===== src/rtl/visua_scheduler_if.sv =====
// Request/display bundle between image requesters and the visua scheduler.
interface visua_scheduler_if #(
    parameter int NUM_REQ = 4,
    parameter int CODE_W  = 4
);
    logic [NUM_REQ-1:0]        req_valid;
    logic [NUM_REQ*CODE_W-1:0] req_code;
    logic                      frame_done;
    logic [CODE_W-1:0]         visua;
    logic                      visua_update;
    logic [NUM_REQ-1:0]        grant;
    logic                      locked;

    modport master (
        output req_valid, req_code, frame_done,
        input  visua, visua_update, grant, locked
    );

    modport slave (
        input  req_valid, req_code, frame_done,
        output visua, visua_update, grant, locked
    );
endinterface


===== src/rtl/visua_scheduler.sv =====
// Frame-synchronous arbiter choosing which requester's image code drives the display.
//
// state  | meaning
// SHOW0  | showing IDLE (0), waiting for an eligible request on a frame gap
// HOLD   | showing the grantee's image; hold/rotate/drop rules apply
// LOCKED | death image latched, left only by reset
module visua_scheduler #(
    parameter int NUM_REQ       = 4,
    parameter int CODE_W        = 4,
    parameter int MIN_FRAMES    = 8,
    parameter int ROTATE_FRAMES = 32,
    parameter int DEATH_CODE    = 13
) (
    input  logic clk_out,
    input  logic rst,
    visua_scheduler_if.slave bus
);
    localparam int PTR_W = (NUM_REQ > 1) ? $clog2(NUM_REQ) : 1;
    localparam int CNT_W = $clog2(ROTATE_FRAMES + 1);
    localparam logic [CODE_W-1:0] DEATH    = CODE_W'(DEATH_CODE);
    localparam logic [CODE_W-1:0] MAX_CODE = CODE_W'(13);

    typedef enum logic [1:0] {SHOW0, HOLD, LOCKED} state_t;

    state_t             state;
    logic [CNT_W-1:0]   frame_cnt;
    logic [PTR_W-1:0]   rr_ptr;
    logic               fd_q;

    logic [NUM_REQ-1:0] elig;
    logic [NUM_REQ-1:0] cand;
    logic               death_any;
    logic               pick_any;
    logic [PTR_W-1:0]   pick_idx;
    logic [CODE_W-1:0]  pick_code;
    logic [CODE_W-1:0]  owner_code;
    logic               owner_elig;
    logic               fd_rise;
    logic               cnt_min;
    logic               cnt_rot;

    function automatic logic [CODE_W-1:0] code_of(input int idx);
        return bus.req_code[idx*CODE_W +: CODE_W];
    endfunction

    always_comb begin
        elig      = '0;
        death_any = 1'b0;
        for (int i = 0; i < NUM_REQ; i++) begin
            if (bus.req_valid[i] && code_of(i) != '0 && code_of(i) <= MAX_CODE) begin
                elig[i] = 1'b1;
                if (code_of(i) == DEATH)
                    death_any = 1'b1;
            end
        end
    end

    // Round-robin search starts after rr_ptr; in HOLD rr_ptr is the grantee and is excluded.
    always_comb begin
        cand = elig;
        if (state == HOLD)
            cand[rr_ptr] = 1'b0;
        pick_any = 1'b0;
        pick_idx = '0;
        for (int k = 1; k <= NUM_REQ; k++) begin
            if (!pick_any && cand[(int'(rr_ptr) + k) % NUM_REQ]) begin
                pick_any = 1'b1;
                pick_idx = PTR_W'((int'(rr_ptr) + k) % NUM_REQ);
            end
        end
    end

    assign pick_code  = code_of(int'(pick_idx));
    assign owner_code = code_of(int'(rr_ptr));
    assign owner_elig = elig[rr_ptr];
    assign fd_rise    = bus.frame_done & ~fd_q;
    assign cnt_min    = frame_cnt >= CNT_W'(MIN_FRAMES);
    assign cnt_rot    = frame_cnt == CNT_W'(ROTATE_FRAMES);

    always_ff @(posedge clk_out) begin
        if (!rst) begin
            state            <= SHOW0;
            frame_cnt        <= '0;
            rr_ptr           <= '0;
            fd_q             <= 1'b0;
            bus.visua        <= '0;
            bus.visua_update <= 1'b0;
            bus.grant        <= '0;
            bus.locked       <= 1'b0;
        end else begin
            fd_q             <= bus.frame_done;
            bus.visua_update <= 1'b0;
            if (state == HOLD && fd_rise && frame_cnt < CNT_W'(ROTATE_FRAMES))
                frame_cnt <= frame_cnt + 1'b1;

            case (state)
                SHOW0: begin
                    if (bus.frame_done) begin
                        if (death_any) begin
                            state            <= LOCKED;
                            bus.visua        <= DEATH;
                            bus.visua_update <= 1'b1;
                            bus.grant        <= '0;
                            bus.locked       <= 1'b1;
                        end else if (pick_any) begin
                            state            <= HOLD;
                            rr_ptr           <= pick_idx;
                            frame_cnt        <= '0;
                            bus.visua        <= pick_code;
                            bus.visua_update <= 1'b1;
                            bus.grant        <= NUM_REQ'(1) << pick_idx;
                        end
                    end
                end

                HOLD: begin
                    if (bus.frame_done) begin
                        if (death_any) begin
                            state            <= LOCKED;
                            bus.visua        <= DEATH;
                            bus.visua_update <= 1'b1;
                            bus.grant        <= '0;
                            bus.locked       <= 1'b1;
                        end else if (cnt_min && !owner_elig) begin
                            frame_cnt <= '0;
                            if (pick_any) begin
                                rr_ptr           <= pick_idx;
                                bus.visua        <= pick_code;
                                bus.visua_update <= (pick_code != bus.visua);
                                bus.grant        <= NUM_REQ'(1) << pick_idx;
                            end else begin
                                state            <= SHOW0;
                                bus.visua        <= '0;
                                bus.visua_update <= 1'b1;
                                bus.grant        <= '0;
                            end
                        end else if (cnt_min && owner_code != bus.visua) begin
                            frame_cnt        <= '0;
                            bus.visua        <= owner_code;
                            bus.visua_update <= 1'b1;
                        end else if (cnt_rot && pick_any) begin
                            frame_cnt        <= '0;
                            rr_ptr           <= pick_idx;
                            bus.visua        <= pick_code;
                            bus.visua_update <= (pick_code != bus.visua);
                            bus.grant        <= NUM_REQ'(1) << pick_idx;
                        end
                    end
                end

                LOCKED: begin
                    bus.visua  <= DEATH;
                    bus.grant  <= '0;
                    bus.locked <= 1'b1;
                end

                default: begin
                    state     <= SHOW0;
                    bus.visua <= '0;
                    bus.grant <= '0;
                end
            endcase
        end
    end
endmodule


===== src/flat_wrapper.sv =====
// flat-port wrapper written by rule: the top's interface ports become plain ports
module visua_scheduler_flat 
#(
    parameter int NUM_REQ       = 4,
    parameter int CODE_W        = 4,
    parameter int MIN_FRAMES    = 8,
    parameter int ROTATE_FRAMES = 32,
    parameter int DEATH_CODE    = 13
)
  (clk_out, rst, bus_req_valid, bus_req_code, bus_frame_done, bus_visua, bus_visua_update, bus_grant, bus_locked);
  visua_scheduler_if #(.NUM_REQ(NUM_REQ), .CODE_W(CODE_W)) bus_i ();
  input  logic clk_out;
  input  logic rst;
  input wire logic [$bits(bus_i.req_valid)-1:0] bus_req_valid;
  input wire logic [$bits(bus_i.req_code)-1:0] bus_req_code;
  input wire logic [$bits(bus_i.frame_done)-1:0] bus_frame_done;
  output wire logic [$bits(bus_i.visua)-1:0] bus_visua;
  output wire logic [$bits(bus_i.visua_update)-1:0] bus_visua_update;
  output wire logic [$bits(bus_i.grant)-1:0] bus_grant;
  output wire logic [$bits(bus_i.locked)-1:0] bus_locked;
  assign bus_i.req_valid = bus_req_valid;
  assign bus_i.req_code = bus_req_code;
  assign bus_i.frame_done = bus_frame_done;
  assign bus_visua = bus_i.visua;
  assign bus_visua_update = bus_i.visua_update;
  assign bus_grant = bus_i.grant;
  assign bus_locked = bus_i.locked;
  visua_scheduler #(.NUM_REQ(NUM_REQ), .CODE_W(CODE_W), .MIN_FRAMES(MIN_FRAMES), .ROTATE_FRAMES(ROTATE_FRAMES), .DEATH_CODE(DEATH_CODE)) u_core (.clk_out(clk_out), .rst(rst), .bus(bus_i));
endmodule

===== config.mk =====
export PLATFORM = sky130hd
export DESIGN_NAME = visua_scheduler_flat
export DESIGN_NICKNAME = d
export VERILOG_FILES = /design/src/rtl/visua_scheduler_if.sv /design/src/rtl/visua_scheduler.sv /design/src/flat_wrapper.sv
export SDC_FILE = /design/constraint.sdc
export NUM_CORES = 1
export LEC_CHECK = 0
export BUFFER_PORTS_ARGS = -buffer_cell sky130_fd_sc_hd__buf_2
export CAP_MARGIN = 20
export CORE_MARGIN = 5
export CORE_UTILIZATION = 61
export DETAILED_ROUTE_END_ITERATION = 7
export PLACE_DENSITY = 0.85
export SKIP_CTS_REPAIR_TIMING = 1
export SLEW_MARGIN = 40
export SYNTH_ARGS = -nofsm -noshare
export SYNTH_HDL_FRONTEND = slang
export SYNTH_SLANG_ARGS = --single-unit

===== constraint.sdc =====
create_clock -name clk_out -period 7.5 [get_ports clk_out]
set_input_delay 2.25 -clock clk_out [delete_from_list [all_inputs] [get_ports clk_out]]
set_output_delay 2.25 -clock clk_out [all_outputs]
set_load 0.02 [all_outputs]

==> metrics.md, run 1 <==
| Metric | Value |
|---|---|
| Status | complete, no violations |
| Leak | between 0.8 and 0.9 nW |
| Die width | about 67 um |
| ANT cells | 0 |
| Final hold viol count | 0 |
| Syn avg cell area | 7.717 um2 |
| Unrepaired setup endpoints after global routing | false |
| Compound-Gate Fraction of Synth Area | 22.02% |
| GRT overflow | 0 |
| # port buffers | 32 |
| CTS tree | done |
| Initial core utilization | ~64% |
| CP max FO | 14 |
| Critical Path AT | 5.09 ns |
| Ranking of synthesized cells by area | dfxtp_1, mux4_2, nor2_1 |
| Die area | ~4500 um2 |
| Relative slew slack | a little under 60% |
| IO Count | 33 |
| Clock Tree Buf Depth | 2 |
| Post-Place Cells | between 300 and 400 |
| Crit-path cells | buf_2 > or4_1 > a41oi_1 > o2bb2ai_1 > a2bb2oi_1 > and2_1 > mux2i_1 > mux2i_1 > a221oi_1 > o32ai_1 |
| Row count | 20 |
| Synth Area in XOR/XNOR | under 10% |
| Seq cells post-synth | 21 |
| Worst-Skew Late Latency | just over 0.3 ns |
| Crit-path most repeated cell | mux2i_1 |
| Final worst path period need | between 4 and 5 ns |
| Wirelength per Cell | approximately 16 um |
| Data required time at the worst endpoint | roughly 7.7 ns |
| Antenna violations before repair | 0 |
| Final-report max-slew violation count | 0 |
| CTS buffer count | 3 |
| Worst Hold Class | reg2reg |
| Die H | ~67 um |
| Max frequency | between 0.2 and 0.25 GHz |
| Main combinational cell family by area after synthesis | simple AND/OR/NAND/NOR gates |
| Largest stage delay, worst path | ~0.63 ns |
| Clock root buffer | clkbuf_4 |
| Peak supply drop | roughly 0.11 mV |
| # clock sinks | 21 |
| Post-route non-filler standard cell count | approximately 330 |
| GPL Wtd Cong | between 0.9 and 1 |
| Pin count of the biggest net entering global routing | 15 |
| Async SR Flop Fraction | 0% |
| EDFF count, synth | 0 |
| Synth Area in Adders | 3.785% |
| Buf/Inv on CP | 1 |
| First-pass GRT wire length | ~9 mm |
| Ys flop type | dfxtp_1 |
| Seq/Total Area, Yosys | roughly a fifth |
| Critical path class | in2reg |
| Net count, final | 314 |
| Slowest cell on crit path | or4_1 |
| Layout cells sized above 1 | around 17% |
| CP top delay family | simple AND/OR/NAND/NOR gates |
| Slew of the pin with the lowest slew margin | a little over 0.6 ns |
| Iter 0 DRT Violations | 220 |
| Vias in the first global route | around 2000 |
| DP Wirelength | about 4.2 mm |
| Synth area leader | dfxtp_1 |
| Fill count | between 200 and 300 |
| Vias post-DR | 2184 |
| Gr usage total | a little over a quarter |
| Drt drc | 0 |
| Post-Synth Simple-Gate Area | between 30% and 40% |
| Yosys warns | 0 |
| Multiplexer share of the synthesized area | about 11% |
| Crit end category | register |
| Mapped Nets | roughly 290 |
| Core area | about 3100 um2 |
| Startpoint types | input pin |
| Post-synthesis cell count | approximately 260 |
| Count of different cell masters after synthesis | 54 |
| Reg clk slew, reported paths | approximately 0.11 ns |
| Max-cap violations | 0 |
| # H-tree levels | 1 |
| Final period utilization | 65.36% |
| Final wirelength | 5.388 mm |
| Post-route ant nets | 0 |
| Vias per cell | 6.659 |
| Synthesized area | between 1500 and 2000 um2 |
| Yosys top cell area share | about a fifth |
| PD cells | about 170 nW/um2 |
| Pre-antenna DRT Iters | 5 |
| Synthesis-to-finish area growth | 9.527% |
| Setup_tns | 0 ns |
| Endpoints failing setup | 0 |
| Clock Skew | 0.002285 ns |
-- state kept, by name, indices dropped and copies added, names as in the netlist --
signal / count
u_core.frame_cnt: 6
u_core.bus.locked: 1
u_core.rr_ptr: 2
u_core.fd_q: 1
u_core.bus.grant: 4
u_core.state: 2
u_core.bus.visua_update: 1
u_core.bus.visua: 4
-- area by class of cell --
class,count,area (um2),share of cell area (%)
clock buffer,4,26.28,1.210
inverter,13,48.80,2.247
multi-input combinational,213,1454,66.94
sequential,21,420.4,19.35
tap,44,55.05,2.535
timing repair buffer,33,167.7,7.719
-- routing by layer --
metal | up-vias | share of wire (%) | GRT usage (%)
li1 | 1008 | - | -
met1 | 1041 | 42 | 34.39
met2 | 118 | 47 | 41.23
met3 | 17 | 8.9 | 5.734
met4 | 0 | 2.0 | 9.620
met5 | - | 0 | 0
-- layout by cell type (no fill, tap or decap), types with 3 or more instances in the layout --
master / Yosys / final
nand2_1: 21 / 21
or3_1: 4 / 4
nand4_1: 9 / 9
ha_1: 6 / 6
and2_1: 6 / 6
or4_1: 5 / 5
dfxtp_1: 21 / 21
nand2b_1: 4 / 4
nand3_1: 13 / 13
inv_1: 13 / 13
clkbuf_4: 0 / 3
a21oi_1: 10 / 10
mux2i_1: 10 / 10
o21ai_0: 12 / 12
a41oi_1: 3 / 3
buf_2: 3 / 32
o211ai_1: 3 / 3
a22oi_1: 3 / 3
mux4_2: 5 / 5
xor2_1: 6 / 6
a31oi_1: 3 / 3
nor2_1: 29 / 29
a21boi_0: 3 / 3
nor4_1: 3 / 3
nor2b_1: 4 / 4
nor3_1: 7 / 7
xnor2_1: 8 / 8
nand3b_1: 5 / 5
-- path summary, 6_finish.rpt --
kind / depth (start not counted) / end / slack, ns / start
worst min-delay path: 2 / u_core.bus.locked / 0.46 / u_core.bus.locked
worst max register to register: 11 / u_core.bus.visua[3] / 3.93 / u_core.rr_ptr[1]
worst max-delay path: 10 / u_core.bus.visua[3] / 2.60 / bus_req_code[8]
worst min register to register: 2 / u_core.bus.locked / 0.46 / u_core.bus.locked
-- report_power, final --
group	internal [W]	switching (W)
Sequential	0.000121	0.0000170
Clock	0.0000208	0.0000334
Combinational	0.0000740	0.000100
Total	0.000215	0.000151
-- cell families (layout without fill, tap and decap cells) --
group,count (synthesis),count (layout)
buffers and inverters,23,50
muxes,16,16
adders and majority gates,6,6
DFF,21,21
and+or+nand+nor,115,115
AOI/OAI and AO/OA,62,62
xor gates and xnor gates,14,14
-- cell usage after synthesis, types with 2 or more instances --
cell / instances
o211ai_1: 3
or3_1: 4
nor2_1: 29
nand2_1: 21
or4_1: 5
clkbuf_1: 4
nand4_1: 9
nor4_1: 3
nand2b_1: 4
mux2i_1: 10
a221oi_1: 2
xnor2_1: 8
ha_1: 6
buf_2: 3
nand3b_1: 5
a22oi_1: 3
o2bb2ai_1: 2
a2bb2oi_1: 2
dfxtp_1: 21
and2_1: 6
nor3_1: 7
nor2b_1: 4
a31oi_1: 3
a41oi_1: 3
inv_1: 13
o32ai_1: 2
a21oi_2: 2
o21ai_0: 12
xor2_1: 6
mux4_2: 5
a21oi_1: 10
a21boi_0: 3
o31ai_1: 2
nand3_1: 13
o21a_1: 2
buf_6: 2
-- worst register-to-register path: cells and delay by family, from the launching register on --
kind                     cells  cell delay (ns)
AO/OA/AOI/OAI                5             0.90
flip-flops                   1             0.66
multiplexers                 2             0.59
AND/OR/NAND/NOR              1             0.55
adder cells (fa/ha/maj)      1             0.40
buffers and inverters        2             0.33
-- through the flow --
stage	setup WS [ns]	hold WS [ns]	utilization, %	power [W]	instance area, um2
after floorplan	2.952	0.4891	-	0.0002680	1983
after global placement	2.398	0.4314	69.72	0.0003056	2146
after detailed placement	2.349	0.4379	69.72	0.0003090	2146
after CTS	2.671	0.4638	70.57	0.0003626	2172
after global routing	2.436	0.4992	70.57	0.0003895	2172
final	2.598	0.4551	70.57	0.0003662	2172
No activity file was read; power rests on OpenSTA's default activity.
==> run 2: changes to the inputs <==
--- a/config.mk
+++ b/config.mk
@@ -8,9 +8,9 @@
 export BUFFER_PORTS_ARGS = -buffer_cell sky130_fd_sc_hd__buf_2
 export CAP_MARGIN = 20
 export CORE_MARGIN = 5
-export CORE_UTILIZATION = 61
+export CORE_UTILIZATION = 51
 export DETAILED_ROUTE_END_ITERATION = 7
-export PLACE_DENSITY = 0.85
+export PLACE_DENSITY = 0.76
 export SKIP_CTS_REPAIR_TIMING = 1
 export SLEW_MARGIN = 40
 export SYNTH_ARGS = -nofsm -noshare
==> constraint.sdc (replaced) <==
create_clock -name clk_out -period 4.4 [get_ports clk_out]
set_input_delay 1.32 -clock clk_out [delete_from_list [all_inputs] [get_ports clk_out]]
set_output_delay 1.32 -clock clk_out [all_outputs]
set_load 0.02 [all_outputs]
==> run 2 against run 1 <==
Total power rose by 79%. Largest power group unchanged. Clock power rose by 130%. Wire length fell by 0.67%. First-iteration DRC count fell by 25%. Die area rose by 17%.
==> metrics.md, run 2 (synthesis gave the netlist of run 1 again) <==
| Metric | Value |
|---|---|
| Final wirelength | about 5.4 mm |
| Pin count of the biggest net entering global routing | 14 |
| CP top delay family | simple AND/OR/NAND/NOR gates |
| Endpoints failing setup | 0 |
| Die H | slightly above 70 um |
| Antenna violations before repair | 0 |
| CTS tree | done |
| Clock root buffer | clkbuf_8 |
| Slew of the pin with the lowest slew margin | between 0.5 and 0.6 ns |
| Clock Tree Buf Depth | 2 |
| Crit end category | register |
| First-pass GRT wire length | ~8.8 mm |
| CTS buffer count | 3 |
| Data required time at the worst endpoint | 4.53 ns |
| Fill count | roughly 380 |
| Biggest regs | u_core.frame_cnt x6, u_core.bus.grant x4, u_core.bus.visua x4 |
| Wirelength per Cell | around 16 um |
| Max-cap violations | 0 |
| Initial core utilization | a little over half |
| Synthesis-to-finish area growth | 11.17% |
| Peak supply drop | 0.1922 mV |
| # H-tree levels | 1 |
| Slowest cell on crit path | or4_1 |
| Worst-Skew Late Latency | ~0.26 ns |
| Relative slew slack | 61.27% |
| Row count | 22 |
| Core area | around 3700 um2 |
| Vias per cell | around 6.3 |
| Die area | 5236 um2 |
| Commonest cells after routing, fill and taps aside | buf_2, nor2_1, nand2_1, dfxtp_1 |
| Pre-antenna DRT Iters | 4 |
| Final-report max-slew violation count | 0 |
| Worst hold slack | 0.4488 ns |
| IO Count | 33 |
| Crit-path cells | buf_2 > or4_1 > nand4b_1 > o2bb2ai_1 > a2bb2oi_1 > and2_1 > mux2i_1 > a221oi_1 > o32ai_1 > o31ai_1 |
| Startpoint types | input pin |
| Reg clk slew, reported paths | 0.08 ns |
| Design Area, Final | between 2000 and 2500 um2 |
| CP max FO | 9 |
| Net count, final | about 320 |
| Status | complete, no violations |
| GPL Wtd Cong | 0.9709 |
| Critical Path AT | between 4 and 5 ns |
| Final core occ | just under 60% |
| Die width | between 70 and 80 um |
| Leak | between 0.8 and 0.9 nW |
| Setup_tns | 0 ns |
| Final worst path period need | approximately 3.9 ns |
| Post-route ant nets | 0 |
| Placed cell area | between 2000 and 2500 um2 |
| Final hold viol count | 0 |
| Layout cells sized above 1 | between 15 and 20% |
| # port buffers | 32 |
| GRT overflow | 0 |
| Iter 0 DRT Violations | between 150 and 200 |
| Clock Skew | roughly 0.0045 ns |
| # clock sinks | 21 |
| Vias post-DR | around 2100 |
| Vias in the first global route | about 1900 |
| Max frequency | around 0.26 GHz |
| Final period utilization | about nine tenths |
| Gr usage total | approximately 21% |
| ANT cells | 0 |
| Largest stage delay, worst path | 0.61 ns |
| Number of flip-flops in the largest register | 6 |
| Unrepaired setup endpoints after global routing | false |
| Drt drc | 0 |
| Buf/Inv on CP | 1 |
| DP Wirelength | approximately 4.3 mm |
| Most common cell after layout, fill and taps aside | buf_2 |
| Critical path class | in2reg |
| Largest register by flop count | u_core.frame_cnt |
| Worst Hold Class | reg2reg |
| PD cells | approximately 300 nW/um2 |
-- run 2: cell count changes in the layout (fill, tap and decap cells not counted), sizes merged --
| cell | previous run | this run |
|---|---|---|
| buf | 33 | 34 |
| clkbuf | 4 | 3 |
| clkinv | 0 | 1 |
-- run 2: metal layers --
layer | GRT usage (%) | vias to the layer above | part of all wire, %
li1 | - | 1012 | -
met1 | 28.56 | 974 | 45
met2 | 34.48 | 97 | 46
met3 | 3.463 | 12 | 6.8
met4 | 3.758 | 0 | 1.8
met5 | 0 | - | 0
-- run 2: worst paths after layout --
kind | start | cells after the start | to | slack, ns
max | bus_req_code[0] | 10 | u_core.bus.visua[2] | 0.51
min | u_core.bus.locked | 2 | u_core.bus.locked | 0.45
max reg2reg | u_core.rr_ptr[1] | 11 | u_core.bus.visua[2] | 1.03
min reg2reg | u_core.bus.locked | 2 | u_core.bus.locked | 0.45
-- run 2: worst min-delay path, delay by kind of cell (launching register included) --
kind	cells	cell delay, ns
AOI/OAI and AO/OA	1	0.05
buffers and inverters	1	0.04
DFF	1	0.31
-- run 2: metrics by stage --
stage / setup WS, ns / total power (W) / instances
floorplan: 0.7816 / 0.0004568 / 257
global placement: 0.3661 / 0.0005242 / 329
detailed placement: 0.3245 / 0.0005291 / 329
CTS: 0.5942 / 0.0006554 / 333
global route: 0.3446 / 0.0006986 / 333
finish: 0.5114 / 0.0006537 / 333
-- run 2: where the power goes --
| part | switching (W) | total, W | internal, W |
|---|---|---|---|
| Sequential | 0.0000285 | 0.000234 | 0.000206 |
| Clock | 0.0000610 | 0.000124 | 0.0000630 |
| Combinational | 0.000167 | 0.000296 | 0.000129 |
-- run 2: cell type report --
class | count | area, um2 | area share (%)
flip-flops and latches | 21 | 420.4 | 19.07
clock buffers | 3 | 41.29 | 1.873
multi-input cells | 213 | 1454 | 65.95
clock inverters | 1 | 5.005 | 0.2270
inverters | 13 | 48.80 | 2.213
repair buffers | 34 | 175.2 | 7.946
well taps | 48 | 60.06 | 2.724
==> run 3: changes to the inputs <==
--- a/config.mk
+++ b/config.mk
@@ -5,12 +5,13 @@
 export SDC_FILE = /design/constraint.sdc
 export NUM_CORES = 1
 export LEC_CHECK = 0
+export ABC_AREA = 1
 export BUFFER_PORTS_ARGS = -buffer_cell sky130_fd_sc_hd__buf_2
 export CAP_MARGIN = 20
 export CORE_MARGIN = 5
-export CORE_UTILIZATION = 51
+export CORE_UTILIZATION = 52
 export DETAILED_ROUTE_END_ITERATION = 7
-export PLACE_DENSITY = 0.76
+export PLACE_DENSITY = 0.77
 export SKIP_CTS_REPAIR_TIMING = 1
 export SLEW_MARGIN = 40
 export SYNTH_ARGS = -nofsm -noshare
==> run 3 against run 2 <==
Register-to-register slack gained 0.31 ns. Die area grew 7.5%. Via count increased by 18%. Total power up 120%. Combinational power increased to 3.5 times the previous value. Clock skew shrank 0.0022 ns. Fmax rose by 19%. Flip-flop and latch count unchanged. Sequential power grew 21%.
==> metrics.md, run 3 <==
| Metric | Value |
|---|---|
| GRT overflow | 0 |
| Pin count of the biggest net entering global routing | 23 |
| Largest stage delay, worst path | around 0.16 ns |
| Gr usage total | a little over a fifth |
| PD cells | 602.6 nW/um2 |
| # clock sinks | 21 |
| Post-Synth Simple-Gate Area | a little over two fifths |
| CP top delay family | simple AND/OR/NAND/NOR gates |
| Buf/Inv on CP | 1 |
| Vias per cell | roughly 5.6 |
| Layout cells sized above 1 | 18.14% |
| Iter 0 DRT Violations | between 150 and 200 |
| Max-cap violations | 0 |
| Ranking of synthesized cells by area | dfxtp_1, nand2_1, inv_1 |
| Critical path class | in2reg |
| Synthesized area | approximately 2200 um2 |
| Yosys top cell area share | between 10% and 20% |
| Compound-Gate Fraction of Synth Area | 19.07% |
| Largest register by flop count | u_core.frame_cnt |
| Synth area leader | dfxtp_1 |
| Unrepaired setup endpoints after global routing | false |
| CP max FO | 11 |
| Endpoints failing setup | 0 |
| Seq/Total Area, Yosys | around a fifth |
| Final wirelength | 5.719 mm |
| Clock root buffer | clkbuf_8 |
| Crit end category | register |
| DP Wirelength | ~4.6 mm |
| Drt drc | 0 |
| # port buffers | 32 |
| First-pass GRT wire length | around 9.3 mm |
| Final-report max-slew violation count | 0 |
| Seq cells post-synth | 21 |
| Final hold viol count | 0 |
| Max frequency | just over 0.3 GHz |
| Count of different cell masters after synthesis | 38 |
| Post-synthesis cell count | about 370 |
| Yosys warns | 0 |
| GPL Wtd Cong | 0.9205 |
| Synth cell count leaders | nand2_1, inv_1, nand3_1 |
| Vias post-DR | 2481 |
| Slew of the pin with the lowest slew margin | roughly 0.4 ns |
| Clock Skew | ~0.0023 ns |
| Post-route ant nets | 0 |
| Final worst path period need | 3.267 ns |
| # H-tree levels | 1 |
| Final period utilization | between 70% and 80% |
| Row count | 23 |
| CTS buffer count | 3 |
| EDFF count, synth | 0 |
| Synth Area in Adders | ~3.4% |
| Critical Path AT | roughly 3.4 ns |
| Fin worst setup slack | ~1.1 ns |
| Startpoint types | input pin |
| Status | complete, no violations |
| Die area | between 5000 and 6000 um2 |
| Number of flip-flops in the largest register | 6 |
| Clock Tree Buf Depth | 2 |
| Wirelength per Cell | ~13 um |
| Core area | roughly 4100 um2 |
| Cell with the most instances after synthesis | nand2_1 |
| Post-Place Cells | ~440 |
| Biggest regs | u_core.frame_cnt x6, u_core.bus.grant x4, u_core.bus.visua x4 |
| Worst Hold Class | reg2reg |
| Leak | roughly 1.2 nW |
| Main combinational cell family by area after synthesis | simple AND/OR/NAND/NOR gates |
| Crit-path most repeated cell | nand2_1 |
| Mapped Nets | 396 |
| ANT cells | 0 |
| Setup_tns | 0 ns |
| Worst-Skew Late Latency | around 0.27 ns |
| Antenna violations before repair | 0 |
| Initial core utilization | 54.18% |
| Data required time at the worst endpoint | roughly 4.6 ns |
| Syn avg cell area | between 5 and 6 um2 |
| Commonest cells after routing, fill and taps aside | nand2_1, inv_1, nand3_1 |
| Peak supply drop | 0.3386 mV |
| Most common cell after layout, fill and taps aside | nand2_1 |
| Synthesis-to-finish area growth | 10.36% |
| Reg clk slew, reported paths | 0.08 ns |
| Slowest cell on crit path | nor2_8 |
| Pre-antenna DRT Iters | 5 |
| Relative slew slack | 73.47% |
| Vias in the first global route | about 2100 |
| Post-route non-filler standard cell count | ~450 |
| CTS tree | done |
| Die width | between 70 and 80 um |
| Net count, final | between 400 and 500 |
| Multiplexer share of the synthesized area | 0% |
| Die H | 75.02 um |
| IO Count | 33 |
| Ys flop type | dfxtp_1 |
| Synth Area in XOR/XNOR | roughly 3.2% |
| Async SR Flop Fraction | 0% |
| Crit-path cells | buf_2 > nor2_1 > nand2_1 > nand4_1 > nand2_1 > nand3_1 > nand2_1 > nand2_1 > nand2_2 > nor2_8 > nand2_2 > nand2_2 > nand2_1 > nand2_1 > nand2_2 > nand2_1 > nand2_1 > nor2_1 > nand2_1 > nand2_1 > nand2_1 > nand2_1 > a21oi_1 |
| Worst slack at placement | between 0.8 and 0.9 ns |
-- run 3: cells by family (layout without fill, tap and decap cells) --
family,count (synthesis),after routing
compound gates,72,72
xor+xnor,8,8
fa+ha+maj,6,6
buf+inv,64,94
simple gates,196,196
flops,21,21
-- run 3: per-layer routing --
metal	share of wire, %	vias to the layer above	GRT usage [%]
met3	6.4	13	3.338
met2	45	84	32.40
met5	0	-	0
met1	47	1120	30.61
met4	2.1	0	6.917
li1	-	1264	-
-- run 3: per-stage QoR --
| stage | util (%) | total power (W) | hold slack, ns | cell area (um2) |
|---|---|---|---|---|
| CTS | 59.79 | 0.001460 | 0.4511 | 2426 |
| detailed placement | 58.59 | 0.001325 | 0.4383 | 2377 |
| global route | 59.79 | 0.001607 | 0.4713 | 2426 |
| finish | 59.79 | 0.001462 | 0.4490 | 2426 |
| floorplan | - | 0.001150 | 0.4742 | 2198 |
| global placement | 58.59 | 0.001313 | 0.4365 | 2377 |
-- run 3: final timing paths --
kind	startpoint	to	slack [ns]	cells after the start
setup / recovery	bus_req_code[1]	u_core.bus.visua_update	1.13	23
hold / removal	u_core.bus.locked	u_core.bus.locked	0.45	2
setup reg to reg	u_core.rr_ptr[1]	u_core.bus.visua_update	1.34	24
hold reg to reg	u_core.bus.locked	u_core.bus.locked	0.45	2
-- run 3: tightest hold or removal path, stage by stage (launching register included) --
cell and delay, ns:
dfxtp_1 0.31, inv_1 0.04, a21oi_1 0.05
-- run 3: layout make-up --
class / instances / area (um2)
Sequential cell: 21 / 420.4
Clock buffer: 3 / 41.29
Inverter: 57 / 219.0
Tap cell: 50 / 62.56
Clock inverter: 1 / 7.507
Fill cell: 402 / 1632
Timing Repair Buffer: 33 / 167.7
Multi-Input combinational cell: 282 / 1508
-- run 3: power by group --
| group | total, W | leakage, nW | internal [W] | switching, W |
|---|---|---|---|---|
| Sequential | 0.000284 | 0.172 | 0.000230 | 0.0000535 |
| Clock | 0.000131 | 0.0217 | 0.0000641 | 0.0000666 |
| Combinational | 0.00105 | 1.04 | 0.000350 | 0.000698 |
| Total | 0.00146 | 1.24 | 0.000644 | 0.000818 |
